[config.mk]
export PLATFORM = sky130hd
export DESIGN_NAME = spi_temp_sequencer_flat
export DESIGN_NICKNAME = d
export VERILOG_FILES = /design/src/rtl/spi_temp_sequencer_if.sv /design/src/rtl/spi_temp_sequencer.sv /design/src/flat_wrapper.sv
export SDC_FILE = /design/constraint.sdc
export NUM_CORES = 1
export LEC_CHECK = 0
export CAP_MARGIN = 10
export CORE_MARGIN = 4
export CORE_UTILIZATION = 46
export CTS_BUF_LIST = sky130_fd_sc_hd__clkbuf_8 sky130_fd_sc_hd__clkbuf_16
export CTS_CLUSTER_DIAMETER = 100
export DETAILED_ROUTE_END_ITERATION = 10
export PLACE_DENSITY = 0.69
export SLEW_MARGIN = 20
export SYNTH_ARGS = -nofsm -noshare
export SYNTH_HDL_FRONTEND = slang
export SYNTH_SLANG_ARGS = --single-unit
[constraint.sdc]
create_clock -name clk -period 3.75 [get_ports clk]
set_input_delay 0.75 -clock clk [delete_from_list [all_inputs] [get_ports clk]]
set_output_delay 0.75 -clock clk [all_outputs]
set_load 0.01 [all_outputs]
[src/rtl/spi_temp_sequencer_if.sv]
// FIFO-side bus between the temperature sequencer and the SPI core.
// master = sequencer, slave = SPI core.
interface spi_temp_sequencer_if;
    logic       wfwe;
    logic [7:0] wfdin;
    logic       wfull;
    logic       rfre;
    logic [7:0] rfdout;
    logic       rempty;
    logic       ncs;

    modport master (
        output wfwe, wfdin, rfre, ncs,
        input  wfull, rfdout, rempty
    );

    modport slave (
        input  wfwe, wfdin, rfre, ncs,
        output wfull, rfdout, rempty
    );
endinterface

[src/rtl/spi_temp_sequencer.sv]
// Periodic SPI temperature poller and host/poller FIFO arbiter.
// Optional: SPI_TEMP_SEQ_ALIGN_EN sign-extends the 13-bit reading (>>>3).
module spi_temp_sequencer #(
    parameter int POLL_INTERVAL = 1000000,
    parameter int CS_SETUP      = 4,
    parameter int CS_HOLD       = 4,
    parameter int TIMEOUT       = 4096
) (
    input  logic                        clk,
    input  logic                        reset,
    input  logic                        enable,
    input  logic                        host_wfwe,
    input  logic [7:0]                  host_wfdin,
    input  logic                        host_rfre,
    input  logic                        host_ncs,
    input  logic                        host_clr_err,
    spi_temp_sequencer_if.master        spi,
    output logic                        busy,
    output logic                        collision,
    output logic                        timeout_err,
    output logic [15:0]                 temperature,
    output logic                        temp_valid
);
    localparam int CW = $clog2(POLL_INTERVAL);
    localparam int TA = (CS_SETUP > CS_HOLD) ? CS_SETUP : CS_HOLD;
    localparam int TM = (TIMEOUT > TA) ? TIMEOUT : TA;
    localparam int TW = $clog2(TM + 1);

    localparam logic [CW-1:0] RELOAD     = CW'(POLL_INTERVAL - 1);
    localparam logic [TW-1:0] SETUP_LAST = TW'(CS_SETUP - 1);
    localparam logic [TW-1:0] HOLD_LAST  = TW'(CS_HOLD - 1);
    localparam logic [TW-1:0] TO_LAST    = TW'(TIMEOUT - 1);

    typedef enum logic [2:0] {
        IDLE, SETUP, TX0, TX1, RX0, RX1, HOLD
    } state_t;

    state_t        state;
    logic [CW-1:0] cnt;
    logic [TW-1:0] tmr;
    logic [7:0]    hi;
    logic [15:0]   sample;
    logic          own;
    logic          push;
    logic          pop;

    // Reset hands the bus back to the host in the same cycle.
    assign own  = busy & ~reset;
    assign push = ((state == TX0) || (state == TX1)) && !spi.wfull;
    assign pop  = ((state == RX0) || (state == RX1)) && !spi.rempty;

    assign spi.wfwe  = own ? push  : host_wfwe;
    assign spi.wfdin = own ? 8'h00 : host_wfdin;
    assign spi.rfre  = own ? pop   : host_rfre;
    assign spi.ncs   = own ? 1'b0  : host_ncs;

`ifdef SPI_TEMP_SEQ_ALIGN_EN
    assign sample = {{3{hi[7]}}, hi, spi.rfdout[7:3]};
`else
    assign sample = {hi, spi.rfdout};
`endif

    always_ff @(posedge clk) begin
        if (reset) begin
            state       <= IDLE;
            busy        <= 1'b0;
            cnt         <= RELOAD;
            tmr         <= '0;
            hi          <= '0;
            temperature <= '0;
            temp_valid  <= 1'b0;
            collision   <= 1'b0;
            timeout_err <= 1'b0;
        end else begin
            temp_valid <= 1'b0;
            if (busy && (host_wfwe || host_rfre))
                collision <= 1'b1;
            unique case (state)
                IDLE: begin
                    if (cnt != '0) begin
                        if (enable)
                            cnt <= cnt - 1'b1;
                    end else if (enable && host_ncs && spi.rempty) begin
                        busy  <= 1'b1;
                        tmr   <= '0;
                        state <= SETUP;
                    end
                end
                SETUP: begin
                    if (tmr == SETUP_LAST)
                        state <= TX0;
                    else
                        tmr <= tmr + 1'b1;
                end
                TX0: begin
                    if (!spi.wfull)
                        state <= TX1;
                end
                TX1: begin
                    if (!spi.wfull) begin
                        tmr   <= '0;
                        state <= RX0;
                    end
                end
                RX0, RX1: begin
                    if (!spi.rempty) begin
                        tmr <= '0;
                        if (state == RX0) begin
                            hi    <= spi.rfdout;
                            state <= RX1;
                        end else begin
                            temperature <= sample;
                            temp_valid  <= 1'b1;
                            state       <= HOLD;
                        end
                    end else if (tmr == TO_LAST) begin
                        // Abort: release the bus, keep the old sample.
                        timeout_err <= 1'b1;
                        busy        <= 1'b0;
                        cnt         <= RELOAD;
                        state       <= IDLE;
                    end else begin
                        tmr <= tmr + 1'b1;
                    end
                end
                HOLD: begin
                    if (tmr == HOLD_LAST) begin
                        busy  <= 1'b0;
                        cnt   <= RELOAD;
                        state <= IDLE;
                    end else begin
                        tmr <= tmr + 1'b1;
                    end
                end
                default: state <= IDLE;
            endcase
            if (host_clr_err) begin
                collision   <= 1'b0;
                timeout_err <= 1'b0;
            end
        end
    end
endmodule

[src/flat_wrapper.sv]
// flat-port wrapper written by rule: the top's interface ports become plain ports
module spi_temp_sequencer_flat 
#(
    parameter int POLL_INTERVAL = 1000000,
    parameter int CS_SETUP      = 4,
    parameter int CS_HOLD       = 4,
    parameter int TIMEOUT       = 4096
)
  (clk, reset, enable, host_wfwe, host_wfdin, host_rfre, host_ncs, host_clr_err, busy, collision, timeout_err, temperature, temp_valid, spi_wfwe, spi_wfdin, spi_rfre, spi_ncs, spi_wfull, spi_rfdout, spi_rempty);
  spi_temp_sequencer_if spi_i ();
  input  logic clk;
  input  logic reset;
  input  logic enable;
  input  logic host_wfwe;
  input  logic [7:0] host_wfdin;
  input  logic host_rfre;
  input  logic host_ncs;
  input  logic host_clr_err;
  output logic busy;
  output logic collision;
  output logic timeout_err;
  output logic [15:0] temperature;
  output logic temp_valid;
  output wire logic [$bits(spi_i.wfwe)-1:0] spi_wfwe;
  output wire logic [$bits(spi_i.wfdin)-1:0] spi_wfdin;
  output wire logic [$bits(spi_i.rfre)-1:0] spi_rfre;
  output wire logic [$bits(spi_i.ncs)-1:0] spi_ncs;
  input wire logic [$bits(spi_i.wfull)-1:0] spi_wfull;
  input wire logic [$bits(spi_i.rfdout)-1:0] spi_rfdout;
  input wire logic [$bits(spi_i.rempty)-1:0] spi_rempty;
  assign spi_wfwe = spi_i.wfwe;
  assign spi_wfdin = spi_i.wfdin;
  assign spi_rfre = spi_i.rfre;
  assign spi_ncs = spi_i.ncs;
  assign spi_i.wfull = spi_wfull;
  assign spi_i.rfdout = spi_rfdout;
  assign spi_i.rempty = spi_rempty;
  spi_temp_sequencer #(.POLL_INTERVAL(POLL_INTERVAL), .CS_SETUP(CS_SETUP), .CS_HOLD(CS_HOLD), .TIMEOUT(TIMEOUT)) u_core (.clk(clk), .reset(reset), .enable(enable), .host_wfwe(host_wfwe), .host_wfdin(host_wfdin), .host_rfre(host_rfre), .host_ncs(host_ncs), .host_clr_err(host_clr_err), .spi(spi_i), .busy(busy), .collision(collision), .timeout_err(timeout_err), .temperature(temperature), .temp_valid(temp_valid));
endmodule
==> impl_results.md, run 1 <==
- Status: completed
- Area growth syn-to-layout: 25.3%
- Fin. Hold Viols: 0
- Total power: approximately 1.9 mW
- Worst R2R Setup Slack: ~1.0 ns
- Leakage: approximately 1.3 nW
- PostCTS Resize Cnt: 0
- Vias in the first global route: 2,782
- WP data arrival: approximately 2.5 ns
- 1st-iter DRT viols: between 150 and 200
- Initial antenna violation count: 0
- Max H-tree Level: 3
- Synth Register Bits: 64
- Worst VDD drop: ~0.28 mV
- Critical R2R Launch: u_core.tmr[0]
- Global-route usage over all layers: 19.2%
- Crit share post-route: between 80% and 90%
- Avg Inst Size Synth: around 8.0 sq um
- Most common library cell in the layout ignoring fill and taps: nand2_1
- Crit path required time: 3.00 ns
- Sequential element share of the synthesized area: 40.0%
- Final setup vio count: 0
- Top Ports: between 50 and 60
- Final min period: between 3 and 4 ns
- Setup TNS: 0 ns
- Crit path max fanout: 13
- Total grt overflow: 0
- Worst hold start: u_core.hi[5]
- Mapped Cells: between 400 and 500
- Fin nets: ~470
- Die area: about 8400 sq um
- Vias: 3,119
- Antenna Cells: 0
- Hold Path Sink: u_core.temperature[13]
- Hold/Removal Path Class: flip-flop to flip-flop
- Clk Latency, worst-skew pair: ~0.34 ns
- Ys async rst share: 0%
- Post-synth cell types: 52
- IO Port Bufs: 55
- Clock Tree Root: clkbuf_8
- Post-DRT Antenna Nets: 0
- Rows: 30
- Max Fclk: slightly above 300 MHz
- Pins Over Slew Limit: 0
- CP Class: input pin to primary output
- Worst Hold Path Cells: 2
- Drt pass-1 iters: 4
- EDFF count, synth: 0
- WP buf/inv: 3
- R2r endpoint: u_core.busy
- Clock sink total: 64
- Most used cell, CP: clkdlybuf4s50_1
- Largest net degree at the start of global routing: 47
- Area of the mapped netlist: about 3200 sq um
- Worst setup SP type: input pin
- Layout cells sized above 1: between 6 and 7%
- CTS tree: done
- Die H: roughly 90 um
- CTS Buf Count: 9
- Gpl congestion: just over 0.8
- Most frequent cells in the layout: 67 x nand2_1, 64 x dfxtp_1, 55 x clkdlybuf4s50_1
- Slew margin rel.: around 36%
- Core area: 6790 sq um
- Ys flop type: dfxtp_1
- CP top delay family: buffers and inverters
- CTS max path bufs: 2
- CTS Hold Bufs: 0
- DR WL/cell: about 15 um
- Reg clk slew, reported paths: ~0.080 ns
- Max stage delay cell, worst path: clkdlybuf4s50_1
- Horiz. Die Dim: between 90 and 100 um
- Initial cell density of the core: between 40% and 50%
- CP endpoint kind: primary output
- CP peak stage delay: about 0.61 ns
- Path depth of the worst reg2reg path: 7
- Post-Syn Nets: roughly 430
- RSZ-0062 raised after global routing: no
- Post-DP HPWL: 5510 um
- Least-Margin Pin Slew: between 0.9 and 1 ns
- Drc violations: 0
- Postcts setup bufs: 0
- Fillers: between 600 and 700
- Cell area power density: roughly 470 nW/um^2
- Number of vias per cell: about 5.7
- Final wirelength: a little under 8000 um
- Cell Chain, Critical Path: clkdlybuf4s50_1 -> inv_1 -> nand2_1 -> o41ai_1 -> clkdlybuf4s50_1
- Maxcap violations: 0
- Final Skew: about 0.011 ns
- Synth Warn #: 0
- First-pass GRT wire length: approximately 13,000 um
## flip-flops by register name, indices dropped and copies added, names as in the netlist
name,flops
u_core.collision,1
u_core.timeout_err,1
u_core.tmr,13
u_core.state,3
u_core.temp_valid,1
u_core.cnt,20
u_core.temperature,16
u_core.busy,1
u_core.hi,8
## area by class of cell
cell class              count  area, sq um  share of cell area [%]
multi-input cells         303         1780                    44.4
repair buffers             59          581                    14.5
well taps                  96          120                    2.99
inverters                   6         22.5                   0.561
clock buffers              10          138                    3.43
clock inverters             6         92.6                    2.30
flip-flops and latches     64         1280                    31.9
## cells by family after synthesis
kind of cell	synth area share, %
flip-flops	40.0
adder cells (fa/ha/maj)	1.17
AND/OR/NAND/NOR	31.7
AO/OA/AOI/OAI	22.4
buffers and inverters	4.45
multiplexers	0.351
## synth_stat cells (2+ instances only)
library cell   n  area [sq um]
or4_1         17           128
a31oi_1        5          31.3
nand3_1       26           130
nand4_1        2          12.5
nor4_1         8          50.1
or3_1          3          18.8
nor3_1         6          30.0
nand4b_1       4          35.0
and4_1         3          26.3
a211oi_1       4          30.0
and3_1         7          43.8
inv_1          6          22.5
buf_2          2          10.0
buf_1          2          7.51
nand2_1       67           251
o21a_1         2          15.0
dfxtp_1       64          1280
a41oi_1        6          52.6
ha_1           3          37.5
a21oi_1       39           195
a311oi_1      12           105
nor2b_1        5          31.3
and2_1         9          56.3
nand2b_1       5          31.3
nor2_1        19          71.3
o31ai_1       19           143
nand3b_1       3          22.5
o21ai_0        9          45.0
clkbuf_1      21          78.8
## power by group
group	internal [mW]	switching, mW	total (mW)
Combinational	0.173	0.296	0.469
Clock	0.395	0.286	0.680
Sequential	0.708	0.0471	0.755
Total	1.28	0.629	1.90
## layer usage
metal / part of all wire, % / vias to the layer above / track usage (%) / wire, um
li1: - / 1591 / - / -
met1: 48 / 1455 / 25.2 / 3760
met2: 46 / 62 / 31.2 / 3640
met3: 4.7 / 11 / 3.89 / 371
met4: 1.6 / 0 / 6.78 / 127
met5: 0 / - / 0 / 0
## worst register-to-register path: stages, from the launching register on
cell      delay (ns)
dfxtp_1         0.39
ha_1            0.26
nand3_2         0.16
or4_4           0.57
a211oi_1        0.74
a31oi_1         0.17
buf_4           0.22
o21a_1          0.11
## stage by stage
step	setup slack, ns	cell area [sq um]	cells	hold WS [ns]	util [%]
after floorplan	1.39	3210	401	0.432	-
after detailed placement	0.520	3790	528	0.444	55.7
after global placement	0.538	3790	528	0.440	55.7
after CTS	0.517	4020	544	0.443	59.1
final	0.501	4020	544	0.449	59.1
after global routing	0.425	4020	544	0.468	59.1
## worst max path at each step
| stage | start | to | slack [ns] | cells past startpoint |
|---|---|---|---|---|
| after floorplan | u_core.tmr[0] | u_core.cnt[3] | 1.39 | 8 |
| after global placement | spi_rempty | spi_rfre | 0.54 | 4 |
| after detailed placement | spi_rempty | spi_rfre | 0.52 | 4 |
| after CTS | spi_rempty | spi_rfre | 0.52 | 4 |
| after global routing | reset | spi_wfwe | 0.42 | 5 |
| final | reset | spi_wfwe | 0.50 | 5 |
Note: power is estimated with default switching activity, not from simulation.
==> run 2: changes to the inputs <==
--- a/config.mk
+++ b/config.mk
@@ -6,12 +6,14 @@
 export NUM_CORES = 1
 export LEC_CHECK = 0
 export CAP_MARGIN = 10
+export CELL_PAD_IN_SITES_DETAIL_PLACEMENT = 1
+export CELL_PAD_IN_SITES_GLOBAL_PLACEMENT = 1
 export CORE_MARGIN = 4
-export CORE_UTILIZATION = 46
+export CORE_UTILIZATION = 42
 export CTS_BUF_LIST = sky130_fd_sc_hd__clkbuf_8 sky130_fd_sc_hd__clkbuf_16
 export CTS_CLUSTER_DIAMETER = 100
 export DETAILED_ROUTE_END_ITERATION = 10
-export PLACE_DENSITY = 0.69
+export PLACE_DENSITY = 0.83
 export SLEW_MARGIN = 20
 export SYNTH_ARGS = -nofsm -noshare
 export SYNTH_HDL_FRONTEND = slang
==> run 2 against run 1 <==
Compared with the run above:
- routed wire length rose by 23%
- sequential cell count unchanged
- sequential share of layout area rose by 0.36 points
- combinational power rose by 4.7%
- total power decreased by 5.5%
- first-iteration DRC count decreased by 30%
- clock-buffer cell count is the same
- setup slack worse by 0.078 ns
- critical path type unchanged
- cell area fell by 1.1%
- register-to-register slack lost 0.26 ns
- maximum frequency fell by 2.3%
- global-route usage is 3.3 points higher
==> impl_results.md, run 2 (synthesis results as in run 1) <==
- Status: completed
- Fin. Hold Viols: 0
- Switching share of power: between 30 and 40%
- CTS tree: done
- Final WS setup: between 0.4 and 0.5 ns
- DR WL/cell: about 18 um
- Critical R2R Launch: u_core.tmr[0]
- Worst R2R Setup Slack: 0.77 ns
- CTS Buf Count: 9
- Leakage: around 1.2 nW
- Path depth of the worst reg2reg path: 7
- Crit path required time: roughly 3.0 ns
- Final min period: ~3.3 ns
- Horiz. Die Dim: ~95 um
- Design area: approximately 4000 sq um
- CP peak stage delay: just under 0.6 ns
- Slew margin rel.: about a third
- Number of vias per cell: ~6
- Post-DRT Antenna Nets: 0
- Reg clk slew, reported paths: roughly 0.070 ns
- Largest net degree at the start of global routing: 47
- Sequential share of power: 42.1%
- Final setup vio count: 0
- Total power: between 1.5 and 2 mW
- PostCTS Resize Cnt: 0
- Postcts setup bufs: 0
- Metal3 WL: 456 um
- Area after DPL: around 3800 sq um
- Top Registers: u_core.cnt x20, u_core.temperature x16, u_core.tmr x13
- Worst Hold Path Cells: 2
- Vias in the first global route: between 3k and 4k
- Area growth syn-to-layout: 23.9%
- Cell Chain, Critical Path: clkdlybuf4s50_1 -> or3b_2 -> o21ai_0 -> clkdlybuf4s50_1
- Most common library cell in the layout ignoring fill and taps: nand2_1
- Hold/Removal Path Class: flip-flop to flip-flop
- 1st-iter DRT viols: 116
- Largest register by flop count: u_core.cnt
- Initial antenna violation count: 0
- Clock sink total: 64
- Worst hold start: u_core.collision
- CTS Hold Bufs: 0
- Comb power frac: a little over a quarter
- Least-Margin Pin Slew: between 0.9 and 1 ns
- RSZ-0062 raised after global routing: no
- Pre-CTS setup slack: between 0.4 and 0.5 ns
- WP data arrival: ~2.6 ns
- Vias: roughly 3.3k
- Rows: 31
- Total grt overflow: 0
- Largest register FFs: 20
- Core area: 7330 sq um
- Cell area power density: ~450 nW/um^2
- Die area: between 9000 and 10,000 sq um
- Met2 wire length: roughly 4700 um
- Multi-input gate area: 1780 sq um
- Antenna Cells: 0
- Gpl congestion: roughly 0.78
- Initial cell density of the core: between 40 and 50%
- Pins Over Slew Limit: 0
- IO Port Bufs: between 50 and 60
- R2r endpoint: u_core.cnt[1]
- CP endpoint kind: primary output
- Final wirelength: 9730 um
- CP Class: input pin to primary output
- Fin nets: around 470
- Storage cell area: between 1000 and 1500 sq um
- Crit share post-route: a little under 90%
- Die H: 95.4 um
- Maxcap violations: 0
- Max layer used: met4
- CTS max path bufs: 2
- Max H-tree Level: 3
- Drc violations: 0
- Top Ports: between 50 and 60
- Psw: 0.659 mW
- Fillers: 897
- Clk Latency, worst-skew pair: ~0.35 ns
- Worst setup SP type: input pin
- Layout cells sized above 1: under 10%
- Max stage delay cell, worst path: clkdlybuf4s50_1
- Hold_ws: ~0.46 ns
- First-pass GRT wire length: ~16,000 um
- Clock Tree Root: clkbuf_8
- Most used cell, CP: clkdlybuf4s50_1
- Drt pass-1 iters: 4
- M1 WL: around 4500 um
- Clock power share: 30.6%
- Max Fclk: 301 MHz
- Worst VDD drop: between 0.2 and 0.3 mV
- Crit path max fanout: 5
- Global-route usage over all layers: a little under a quarter
- Most frequent cells in the layout: 67 x nand2_1, 64 x dfxtp_1, 55 x clkdlybuf4s50_1
- Setup TNS: 0 ns
- Post-DP HPWL: 6760 um
- Final Skew: roughly 0.012 ns
- P_int: 1.14 mW
- Hold Path Sink: u_core.collision
[run 2: changes by cell type in the layout (fill, tap and decap cells not counted), sizes merged]
cell	before	now
inv	6	7
bufinv	2	0
clkinv	2	1
clkinvlp	2	4
[run 2: how the worst max path moves through the flow]
stage | end | depth (start not counted) | slack (ns) | from
floorplan | u_core.cnt[3] | 8 | 1.39 | u_core.tmr[0]
global placement | spi_rfre | 4 | 0.43 | spi_rempty
detailed placement | spi_rfre | 4 | 0.44 | spi_rempty
CTS | spi_rfre | 4 | 0.44 | spi_rempty
global route | spi_wfwe | 5 | 0.36 | reset
finish | spi_rfre | 4 | 0.42 | spi_rempty
[run 2: power by group through the flow]
| stage | combinational (mW) | sequential, mW | clock [mW] |
|---|---|---|---|
| 2_1_floorplan | 0.349 | 0.747 | 0 |
| 3_3_place_gp | 0.470 | 0.769 | 0 |
| 3_5_place_dp | 0.491 | 0.772 | 0 |
| 4_1_cts | 0.493 | 0.757 | 0.563 |
| 5_1_grt | 0.548 | 0.765 | 0.597 |
| 6_report | 0.491 | 0.758 | 0.550 |
[run 2: through the flow]
stage                     utilization, %  std cells
after global routing                54.2        547
final                               54.2        547
after CTS                           54.2        547
after floorplan                        -        401
after global placement              51.7        531
after detailed placement            51.7        531
[run 2: layout make-up]
class	count	share of cell area, %
Clock buffer	10	3.46
Clock inverter	6	1.10
Inverter	6	0.567
Multi-Input combinational cell	303	44.9
Sequential cell	64	32.3
Tap cell	99	3.12
Timing Repair Buffer	59	14.6
[run 2: worst max-delay path, delay by kind of cell]
kind            cells  cell delay, ns
simple gates        1            0.53
compound gates      1            0.22
buf+inv             2            1.08
[run 2: metal layers]
metal / vias up / track usage (%)
met3: 5 / 5.52
met2: 63 / 37.1
met1: 1628 / 29.4
met5: - / 0
met4: 0 / 6.28
li1: 1579 / -
==> run 3: changes to the inputs <==
--- a/config.mk
+++ b/config.mk
@@ -9,11 +9,12 @@
 export CELL_PAD_IN_SITES_DETAIL_PLACEMENT = 1
 export CELL_PAD_IN_SITES_GLOBAL_PLACEMENT = 1
 export CORE_MARGIN = 4
-export CORE_UTILIZATION = 42
+export CORE_UTILIZATION = 46
 export CTS_BUF_LIST = sky130_fd_sc_hd__clkbuf_8 sky130_fd_sc_hd__clkbuf_16
 export CTS_CLUSTER_DIAMETER = 100
 export DETAILED_ROUTE_END_ITERATION = 10
-export PLACE_DENSITY = 0.83
+export DONT_BUFFER_PORTS = 1
+export PLACE_DENSITY = 0.76
 export SLEW_MARGIN = 20
 export SYNTH_ARGS = -nofsm -noshare
 export SYNTH_HDL_FRONTEND = slang
==> run 3 against run 2 <==
Compared with the run above:
- core utilization shrank 4.2 points
- die area down 8.0%
- sequential share of layout area rose by 5.4 points
- register-to-register slack improved by 0.30 ns
- clock-buffer cell count is 1 lower
- critical endpoint unchanged
- highest routed layer unchanged
==> impl_results.md, run 3 (synthesis results as in run 1) <==
- Status: completed
- Global Route met2 Usage: approximately 35%
- Drc violations: 0
- Top Ports: 56
- Clock Tree Root: clkbuf_8
- RSZ-0062 raised after global routing: no
- Total grt overflow: 0
- Least-Margin Pin Slew: between 1 and 1.5 ns
- Start point of the critical path: u_core.state[2]
- Post-DP HPWL: 5950 um
- Comb power frac: 24.2%
- Post-DRT Antenna Nets: 0
- Worst hold start: u_core.hi[0]
- Rows: 30
- Worst VDD drop: 0.193 mV
- Worst setup SP type: flip-flop
- CP peak stage delay: between 0.6 and 0.7 ns
- Vias in the first global route: 3,013
- 1st-iter DRT viols: 110
- Largest net degree at the start of global routing: 48
- Drt pass-1 iters: 4
- Switching share of power: 37.0%
- WP depth: 2
- CTS max path bufs: 2
- Max Fclk: about 370 MHz
- IO Port Bufs: 0
- Storage cell area: 1280 sq um
- WP buf/inv: 0
- Final Skew: between 0.007 and 0.008 ns
- Cell Chain, Critical Path: or3b_2 -> o21ai_0
- Core area: 6790 sq um
- Fillers: 840
- Largest register by flop count: u_core.cnt
- M1 GR Usage: about a quarter
- Crit path max fanout: 17
- Clk Latency, worst-skew pair: between 0.3 and 0.4 ns
- Reg clk slew, reported paths: around 0.080 ns
- Fin nets: around 410
- Critical R2R Launch: u_core.tmr[0]
- R2r endpoint: u_core.cnt[6]
- Total power: 1.70 mW
- Crit share post-route: between 70% and 80%
- Vias: 3,014
- Clock sink total: between 60 and 70
- Final wirelength: about 8500 um
- Initial cell density of the core: between 40% and 50%
- CP endpoint kind: primary output
- Number of vias per cell: a little over 6
- Setup TNS: 0 ns
- Gpl congestion: 0.791
- CTS tree: done
- Crit path required time: around 3.0 ns
- Worst R2R Setup Slack: about 1.1 ns
- Leakage: 1.02 nW
- Top Registers: u_core.cnt x20, u_core.temperature x16, u_core.tmr x13
- Final setup vio count: 0
- Cell area power density: 500 nW/um^2
- Die H: a little over 90 um
- Antenna Cells: 0
- CTS Hold Bufs: 0
- Hold Path Sink: u_core.temperature[8]
- Final min period: between 2 and 3 ns
- DR WL/cell: 17.4 um
- Max H-tree Level: 3
- Most common library cell in the layout ignoring fill and taps: nand2_1
- Clock power share: a little under a third
- Path depth of the worst reg2reg path: 6
- Die area: ~8400 sq um
- Fin util: 50.0%
- Layout cells sized above 1: approximately 7.2%
- CP Class: flip-flop to primary output
- Most frequent cells in the layout: 67 x nand2_1, 64 x dfxtp_1, 39 x a21oi_1
- P_int: between 1 and 1.5 mW
- Hold/Removal Path Class: flip-flop to flip-flop
- Postcts setup bufs: 0
- Multi-input gate area: 1790 sq um
- Initial antenna violation count: 0
- CP top delay family: flip-flops
- First-pass GRT wire length: about 14,000 um
- Max stage delay cell, worst path: dfxtp_1
- Pins Over Slew Limit: 0
- Layer with the highest usage: met2
- Final WS setup: 1.06 ns
- Area growth syn-to-layout: 6.01%
- Hold_ws: 0.447 ns
- PostCTS Resize Cnt: 0
- Global-route usage over all layers: a little over a fifth
- Pre-CTS setup slack: 0.979 ns
- Largest register FFs: 20
- Psw: about 0.63 mW
- CTS Buf Count: 9
- Sequential share of power: between 40% and 50%
- Horiz. Die Dim: 91.5 um
- Worst Hold Path Cells: 2
- WP data arrival: 1.94 ns
- Met3 capacity usage during global routing: between 6 and 7%
- Maxcap violations: 0
- Fin. Hold Viols: 0
- Slew margin rel.: approximately 25%
==> run 3: changes by cell type in the layout (fill, tap and decap cells not counted), sizes merged <==
cell and delta:
buf -2, clkinvlp -2, clkdlybuf4s50 -55, clkinv +3, clkbuf -1
==> run 3: worst max-delay path by stage <==
| stage | slack, ns | to |
|---|---|---|
| floorplan | 1.39 | u_core.cnt[3] |
| global placement | 1.05 | u_core.cnt[1] |
| detailed placement | 0.98 | u_core.cnt[1] |
| CTS | 0.98 | u_core.cnt[1] |
| global route | 0.89 | u_core.cnt[15] |
| finish | 1.06 | spi_rfre |
==> run 3: per-stage QoR <==
stage / area [sq um] / std cells
after floorplan: 3210 / 401
after global placement: 3220 / 471
after detailed placement: 3220 / 471
after CTS: 3390 / 487
after global routing: 3400 / 487
final: 3400 / 487
==> run 3: layout make-up <==
| cell class | instances | share of cell area, % |
|---|---|---|
| clock buffer | 9 | 3.64 |
| clock inverter | 7 | 1.40 |
| inverter | 6 | 0.662 |
| multi-input combinational | 303 | 52.6 |
| sequential | 64 | 37.7 |
| tap | 96 | 3.53 |
| timing repair buffer | 2 | 0.442 |
==> run 3: worst register-to-register path, delay by kind of cell (launching register included) <==
kind / cells / cell delay [ns]
simple gates: 3 / 1.30
compound gates: 2 / 0.65
flops: 1 / 0.38
fa+ha+maj: 1 / 0.29
==> run 3: power by group through the flow <==
stage                     Combinational, mW  Clock, mW  Sequential, mW
after global routing                  0.469      0.574           0.768
after CTS                             0.414      0.548           0.759
after floorplan                       0.349          0           0.747
after detailed placement              0.410          0           0.775
final                                 0.412      0.529           0.759
after global placement                0.401          0           0.773
==> run 3: per-layer routing <==
metal	up-vias	wire length [um]
li1	1472	-
met1	1472	3800
met2	59	4080
met3	11	456
met4	0	148
met5	-	0
